===== config.mk =====
export PLATFORM = sky130hd
export DESIGN_NAME = pc_sequencer
export DESIGN_NICKNAME = d
export VERILOG_FILES = /design/src/rtl/pc_seq_pkg.sv /design/src/rtl/sat_counter.sv /design/src/rtl/pc_sequencer.sv
export SDC_FILE = /design/constraint.sdc
export NUM_CORES = 1
export LEC_CHECK = 0
export BUFFER_PORTS_ARGS = -buffer_cell sky130_fd_sc_hd__buf_4
export CAP_MARGIN = 20
export CORE_ASPECT_RATIO = 0.9
export CORE_MARGIN = 10
export CORE_UTILIZATION = 47
export DETAILED_ROUTE_END_ITERATION = 7
export GPL_TIMING_DRIVEN = 0
export HOLD_SLACK_MARGIN = 0.12
export PLACE_DENSITY = 0.86
export SLEW_MARGIN = 20
export SYNTH_ARGS = -nofsm -noshare
export SYNTH_HDL_FRONTEND = slang
export SYNTH_SLANG_ARGS = --single-unit

===== constraint.sdc =====
create_clock -name CLK -period 2 [get_ports CLK]
set_input_delay 0 -clock CLK [delete_from_list [all_inputs] [get_ports CLK]]
set_output_delay 0 -clock CLK [all_outputs]
set_load 0.05 [all_outputs]

===== src/rtl/pc_seq_pkg.sv =====
`default_nettype none
// +------------------------------------------------------------------+
// | pc_seq_pkg : shared types and constants for the PC sequencer     |
// | Rev 1.0                                                          |
// +------------------------------------------------------------------+
package pc_seq_pkg;

  localparam int PC_W    = 32;
  localparam int PC_INCR = 4;

  typedef enum logic [1:0] {
    HOLD  = 2'd0,
    RUN   = 2'd1,
    STALL = 2'd2
  } pc_state_t;

endpackage
`default_nettype wire


===== src/rtl/sat_counter.sv =====
`default_nettype none
// +------------------------------------------------------------------+
// | sat_counter : enabled up-counter, sync active-low clear, sticks  |
// | at all-ones.  Rev 1.0                                            |
// +------------------------------------------------------------------+
module sat_counter #(
  parameter int WIDTH = 16
) (
  input  logic             CLK,
  input  logic             clear_n,
  input  logic             en,
  output logic [WIDTH-1:0] count
);

  logic [WIDTH-1:0] r_count;

  always_ff @(posedge CLK) begin
    if (!clear_n) begin
      r_count <= '0;
    end else if (en && (r_count != '1)) begin
      r_count <= r_count + 1'b1;
    end
  end

  assign count = r_count;

endmodule
`default_nettype wire


===== src/rtl/pc_sequencer.sv =====
`default_nettype none
// +------------------------------------------------------------------+
// | pc_sequencer : chooses PC+4 / branch target / hold each cycle,   |
// | buffers redirects resolved during a stall. Rev 1.0               |
// +------------------------------------------------------------------+
module pc_sequencer
  import pc_seq_pkg::*;
#(
  parameter int RESET_HOLD_CYCLES = 4,
  parameter int STALL_CNT_W       = 16
) (
  input  logic                   CLK,
  input  logic                   RESET,
  input  logic                   imem_busywait,
  input  logic                   dmem_busywait,
  input  logic                   branch_req,
  input  logic [PC_W-1:0]        branch_target,
  output logic                   pc_en,
  output logic                   pc_sel,
  output logic [PC_W-1:0]        pc_target,
  output logic                   flush,
  output logic                   stall,
  output logic [STALL_CNT_W-1:0] stall_count
);

  localparam logic [7:0] c_hold_init = 8'(RESET_HOLD_CYCLES - 1);

  pc_state_t       r_state;
  logic            r_pending;
  logic [PC_W-1:0] r_pend_target;
  logic [7:0]      r_hold_cnt;
  logic            w_busy;

  assign w_busy = imem_busywait | dmem_busywait;

  always_ff @(posedge CLK) begin
    if (!RESET) begin
      r_state       <= HOLD;
      r_pending     <= 1'b0;
      r_pend_target <= '0;
      r_hold_cnt    <= c_hold_init;
    end else begin
      case (r_state)
        HOLD: begin
          if (r_hold_cnt == 8'd0) r_state <= RUN;
          else                    r_hold_cnt <= r_hold_cnt - 8'd1;
        end
        RUN: begin
          if (w_busy) begin
            r_state <= STALL;
            if (branch_req) begin
              r_pending     <= 1'b1;
              r_pend_target <= branch_target;
            end
          end
        end
        STALL: begin
          if (w_busy) begin
            // first redirect captured during a stall wins
            if (branch_req && !r_pending) begin
              r_pending     <= 1'b1;
              r_pend_target <= branch_target;
            end
          end else begin
            r_pending <= 1'b0;
            r_state   <= RUN;
          end
        end
        default: r_state <= HOLD;
      endcase
    end
  end

  always_comb begin
    pc_en     = 1'b0;
    pc_sel    = 1'b0;
    pc_target = branch_target;
    flush     = 1'b0;
    stall     = 1'b1;
    if (!RESET) begin
      pc_target = '0;
    end else begin
      case (r_state)
        RUN: begin
          if (!w_busy) begin
            pc_en  = 1'b1;
            pc_sel = branch_req;
            flush  = branch_req;
            stall  = 1'b0;
          end
        end
        STALL: begin
          if (!w_busy) begin
            pc_en = 1'b1;
            stall = 1'b0;
            if (r_pending) begin
              pc_sel    = 1'b1;
              pc_target = r_pend_target;
              flush     = 1'b1;
            end else begin
              pc_sel = branch_req;
              flush  = branch_req;
            end
          end
        end
        default: ;
      endcase
    end
  end

  sat_counter #(
    .WIDTH (STALL_CNT_W)
  ) u_stall_cnt (
    .CLK     (CLK),
    .clear_n (RESET),
    .en      (stall),
    .count   (stall_count)
  );

endmodule
`default_nettype wire


# [Word level (Yosys, flattened, before mapping)]
# Index checks and enable logic that the tools add are counted.
[classes] reduce_logical=11 n_addsub=2 eq_ne=10 mux=29 bitwise=2
[op_table] cell="32-bit 2-to-1 mux" count=8
[op_table] cell="32-bit case mux with 2 select lines" count=1
[op_table] cell="16-bit by 1-bit adder with 16-bit output (second input constant)" count=1
[op_table] cell="16-bit inequality test (second input constant)" count=1
[op_table] cell="1-bit 2-to-1 mux" count=14
[op_table] cell="2-bit inequality test (second input constant)" count=6
[op_table] cell="8-bit zero test" count=1
[op_table] cell="8-bit by 1-bit subtractor with 8-bit output (second input constant)" count=1
[op_table] cell="2-bit 2-to-1 mux" count=3
[op_table] cell="2-bit case mux with 3 select lines" count=1
[op_table] cell="5-bit AND reduction" count=1
[op_table] cell="1-bit case mux with 2 select lines" count=2
[op_table] cell="4-bit AND reduction" count=1
[op_table] cell="3-bit inequality test (second input constant)" count=1
[op_table] cell="3-bit AND reduction" count=1
[op_table] cell="2-bit by 1-bit equality test with 1-bit output (second input constant)" count=1
[op_table] cell="2-bit equality test (second input constant)" count=1
[op_table] cell="1-bit logical AND" count=2
[op_table] cell="2-bit zero test" count=1
[op_table] cell="2-bit AND reduction" count=1
[op_table] cell="2-bit nonzero test" count=1
[op_table] cell="2-bit OR reduction" count=1
[op_table] cell="1-bit zero test" count=1
[op_table] cell="1-bit NOT" count=1
[op_table] cell="1-bit bitwise OR" count=1
[totals] reg_bits=59 elab_cells=59 out_inout_bits=52 in_bits=37

# [Logic depth before layout (Yosys ltp)]
[logic_depth] word_depth=5 ltp_mapped=7 depth_no_buf=6

# [Hierarchy]
# From an unflattened synthesis, not the netlist that was laid out.
[hier_totals] cells_unflattened=426 area_unflattened_um2=3318.2
[modules_own_cells] mod="pc_sequencer" area_per_inst_um2=2481.1 seq_area_each_um2=860.8 n_inst=1 cells_per_inst=329
[modules_own_cells] mod="sat_counter" area_per_inst_um2=837.1 seq_area_each_um2=320.3 n_inst=1 cells_per_inst=97

# [Least setup slack after synthesis]
# No wires, ideal clock.
[synth_path] path_type="reg-to-output" start="reg r_state[1]" end="out pc_sel" setup_slack_ps=-1435 arrival_time_ps=3435 path_stages_with_launch=8 path_buffers=2 path_cell_list="dfxtp_1 -> inv_1 -> ha_1 -> nor4bb_4 -> clkbuf_1 -> inv_1 -> a21oi_1 -> buf_4"
[synth_between] elab_chain_cells=3
[synth_rtl] item="from (decl)" line="pc_sequencer.sv:28" source="pc_state_t r_state;"
[synth_rtl] item="from (signal assigned)" line="pc_sequencer.sv:38" source="r_state <= HOLD;"
[synth_rtl] item="from (signal assigned)" line="pc_sequencer.sv:45" source="if (r_hold_cnt == 8'd0) r_state <= RUN;"
[synth_rtl] item="from (signal assigned)" line="pc_sequencer.sv:50" source="r_state <= STALL;"
[synth_rtl] item="2-bit equality test or 2-bit by 1-bit equality test with 1-bit output (tied branches)"
[synth_rtl] item="1-bit case mux with 2 select lines *"
[synth_rtl] item="1-bit 2-to-1 mux *"
[synth_rtl] item="to (decl)" line="pc_sequencer.sv:19" source="output logic pc_sel,"
# Mark *: on every way between the ends. The rest lies on a longest branch, timed or not.

# [Final worst setup path]
[layout_path] start="reg r_state[1]" end="out flush"
[layout_between] elab_chain_cells=3
[layout_rtl] item="2-bit equality test or 2-bit by 1-bit equality test with 1-bit output (tied branches)" line="pc_sequencer.sv:83" source="case (r_state)"
[layout_rtl] item="1-bit case mux with 2 select lines *" line="pc_sequencer.sv:83"
[layout_rtl] item="1-bit 2-to-1 mux *" line="pc_sequencer.sv:80" source="if (!RESET) begin"
[layout_rtl] item="to (decl)" line="pc_sequencer.sv:21" source="output logic flush,"
# Marks and branches as above.

==> flow_metrics.env <==
export IMPL_dp_cells=610
export IMPL_firstDrtPassIters=6
export IMPL_cts_tree="done"
export IMPL_swShare=0.363
export IMPL_cts_reportedPaths_clkPinSlew_ns=0.06
export IMPL_vias=4120
export IMPL_drtIter0Drc=497
export IMPL_drv_slew=0
export IMPL_comb_power_share=0.353
export IMPL_area_delta_synth_final_pct=54.2
export IMPL_maxSlewHeadroom=0.486
export IMPL_p_clk_frac=0.295
export IMPL_setup_viol=0
export IMPL_grt_pass1_wl_um=18500
export IMPL_viasPerCell=6.14
export IMPL_cp_arrival_ns=1.99
export IMPL_p_int_mw=2.70
export IMPL_post_route_period_util=0.993
export IMPL_layout_common_cells="buf_4 (94), nand2_1 (83), a21oi_1 (48), dfxtp_1 (48), o21ai_0 (41)"
export IMPL_drc_errors=0
export IMPL_start_kind="flop"
export IMPL_path_cells="inv_4 -> ha_4 -> nor4bb_4 -> clkbuf_8 -> clkinvlp_4 -> a21oi_4 -> buf_6"
export IMPL_min_period_ns=1.99
export IMPL_final_common_cell="buf_4"
export IMPL_cts_sinks=59
export IMPL_min_path_type="in -> reg"
export IMPL_synth_seq_cells=59
export IMPL_syn_inst=433
export IMPL_worst_pin_slew_ns=0.771
export IMPL_ioPinCount=89
export IMPL_clk_latency_ns=0.35
export IMPL_wl_per_cell_um=18.5
export IMPL_synth_nets=477
export IMPL_setup_tns_final_ns=0
export IMPL_worstSetupPathType="reg -> out"
export IMPL_totalWireLength_um=12400
export IMPL_dpl_worst_slack_ns=-0.0916
export IMPL_dpl_hpwl_um=7450
export IMPL_drv_cap=0
export IMPL_grt_pass1_vias=3936
export IMPL_critical_path_endpoint="flush"
export IMPL_drive_gt1_frac=0.331
export IMPL_antenna_found_initial=1
export IMPL_hold_viol=0
export IMPL_crit_path_end_kind="output pin"
export IMPL_pwr_share_seq=0.352
export IMPL_clockBufferDepth=2
export IMPL_fp_dieH_um=97.8
export IMPL_setup_slack_ns=0.0148
export IMPL_synth_area_um2=3160
export IMPL_layout_nets=619
export IMPL_rsz0062_at_grt="yes"
export IMPL_ant_nets=0
export IMPL_r2r_start="r_hold_cnt[0]"
export IMPL_synth_avg_cell_area_um2=7.30
export IMPL_initial_core_util=0.483
export IMPL_gp_congestion=0.905
export IMPL_grt_start_max_net_pins=12
export IMPL_grt_ovfl_total=0
export IMPL_crit_path_top_delay_cell="dfxtp_4"
export IMPL_grtUsageTotal=0.211
export IMPL_ff2ff_path_depth=8
export IMPL_htreeDepth=3
export IMPL_cp_startpoint="r_state[1]"
export IMPL_crit_path_max_incr_delay_ns=0.37
export IMPL_cts_root_buffer="clkbuf_8"
export IMPL_status="finished, final reports clean"
export IMPL_std_cell_rows=28
export IMPL_ys_seq_area_frac=0.374
export IMPL_p_leak_nw=1.93
export IMPL_fin_cells=671
export IMPL_filler_cell_count=413
export IMPL_max_freq_mhz=504
export IMPL_ir_worst_vdd_v=0.000536
export IMPL_p_per_area_nw_per_um2=871
export IMPL_die_width_um=106
export IMPL_ff2ff_setup_slack_ns=0.03
export IMPL_die_area_um2=10400
export IMPL_reg2reg_to="r_hold_cnt[4]"
export IMPL_port_buffers=87
export IMPL_yosys_warnings=0
export IMPL_p_switching_mw=1.54
export IMPL_core_um2=6550
export IMPL_ys_types=43
export IMPL_worst_path_max_fanout=4
export IMPL_numCtsBuffers=9
export IMPL_required_ns=2.00
export IMPL_skew_ns=0.00880
cell families (layout without fill, tap and decap cells):
logic type / count (synthesis) / after routing / share of synthesized area
and+or+nand+nor: 176 / 176 / 0.278
other: 0 / 1 / 0
DFF: 59 / 59 / 0.374
xor gates and xnor gates: 3 / 3 / 0.00831
muxes: 7 / 7 / 0.0222
adders and majority gates: 7 / 7 / 0.0277
buffers and inverters: 42 / 189 / 0.0554
AOI/OAI and AO/OA: 139 / 139 / 0.235
cell type report:
type / instances / area (µm²) / area share
antenna: 1 / 2.50 / 0.000513
buffer: 31 / 171 / 0.0352
clock buffer: 10 / 138 / 0.0282
clock inverter: 6 / 88.8 / 0.0182
inverter: 9 / 42.5 / 0.00873
multi-input combinational: 332 / 2010 / 0.412
sequential: 59 / 1200 / 0.246
tap: 90 / 113 / 0.0231
timing repair buffer: 133 / 1110 / 0.228
cell usage after synthesis:
cell type,count,area share
mux2i_1,7,0.022
or4_4,1,0.0036
and2_1,1,0.0020
nor4b_1,2,0.0055
nand4_1,6,0.012
o21ai_2,1,0.0028
nor4bb_4,1,0.0079
or2_0,1,0.0020
o21ai_1,2,0.0032
nand3b_1,1,0.0024
a21o_1,1,0.0024
nand4_4,1,0.0067
o21a_1,1,0.0024
xor2_1,2,0.0055
nand2_1,83,0.099
o21ai_0,41,0.065
or2b_1,2,0.0047
nand3_1,38,0.060
inv_2,1,0.0012
dlygate4sd1_1,1,0.0028
a221oi_1,2,0.0055
or4_2,2,0.0055
nor4_1,7,0.014
or4_1,7,0.017
o211ai_1,2,0.0047
and3_1,1,0.0020
a21oi_1,79,0.13
inv_1,8,0.0095
buf_6,1,0.0036
xnor2_1,1,0.0028
nor2_1,11,0.013
or3_1,4,0.0079
o31ai_1,8,0.019
buf_4,1,0.0024
buf_2,1,0.0016
dfxtp_1,59,0.37
nor3_1,2,0.0032
ha_1,7,0.028
clkbuf_1,29,0.034
a311oi_1,1,0.0028
nand2b_1,4,0.0079
a31oi_1,1,0.0020
or3b_2,1,0.0028
stage by stage:
| step | total power, mW | hold WS (ns) | util | area [µm²] |
|---|---|---|---|---|
| floorplan | 2.33 | 0.148 | - | 3330 |
| global placement | 2.61 | 0.275 | 0.625 | 4100 |
| detailed placement | 2.67 | 0.280 | 0.625 | 4100 |
| CTS | 3.98 | 0.143 | 0.721 | 4730 |
| global route | 4.41 | 0.165 | 0.744 | 4870 |
| finish | 4.25 | 0.165 | 0.744 | 4870 |
registers in the layout (all words and copies together), names as in the netlist:
signal             cells
r_hold_cnt             8
r_pend_target         32
r_pending              1
r_state                2
u_stall_cnt.count     16
routing by layer:
layer / GRT usage / share of wire
met2: 0.373 / 0.50
met5: 0 / 0
met4: 0.0989 / 0.046
met3: 0.0598 / 0.093
met1: 0.228 / 0.36
repair_timing:
| item | 4_1_cts | 5_1_grt |
|---|---|---|
| buffers inserted | 4 | 7 |
| pin swaps | 1 | 1 |
| setup endpoints to repair | 43 | 76 |
| resized for setup | 16 | 37 |
| hold buffers | 35 | 0 |
| hold endpoints to repair | 40 | 0 |
worst max-delay path: cells and delay by family, from the launching register on:
kind	cells	cell delay (ns)
buffers and inverters	4	0.54
flip-flops	1	0.37
AND/OR/NAND/NOR	1	0.31
adder cells (fa/ha/maj)	1	0.25
AO/OA/AOI/OAI	1	0.17
power by group through the flow:
stage / combinational, mW / clock [mW] / sequential, mW
floorplan: 0.832 / 0 / 1.49
global placement: 1.12 / 0 / 1.49
detailed placement: 1.17 / 0 / 1.50
CTS: 1.26 / 1.25 / 1.47
global route: 1.59 / 1.30 / 1.51
finish: 1.50 / 1.25 / 1.49
how the worst min path moves through the flow:
stage                           start                 to  slack (ns)  cells after the start
floorplan            branch_target[0]   r_pend_target[0]        0.15                      2
global placement    branch_target[20]  r_pend_target[20]        0.27                      3
detailed placement  branch_target[20]  r_pend_target[20]        0.28                      3
CTS                     dmem_busywait         r_state[0]        0.14                      4
global route            dmem_busywait         r_state[0]        0.16                      4
finish                  dmem_busywait         r_state[0]        0.17                      4
Note: power is estimated with default switching activity, not from simulation.
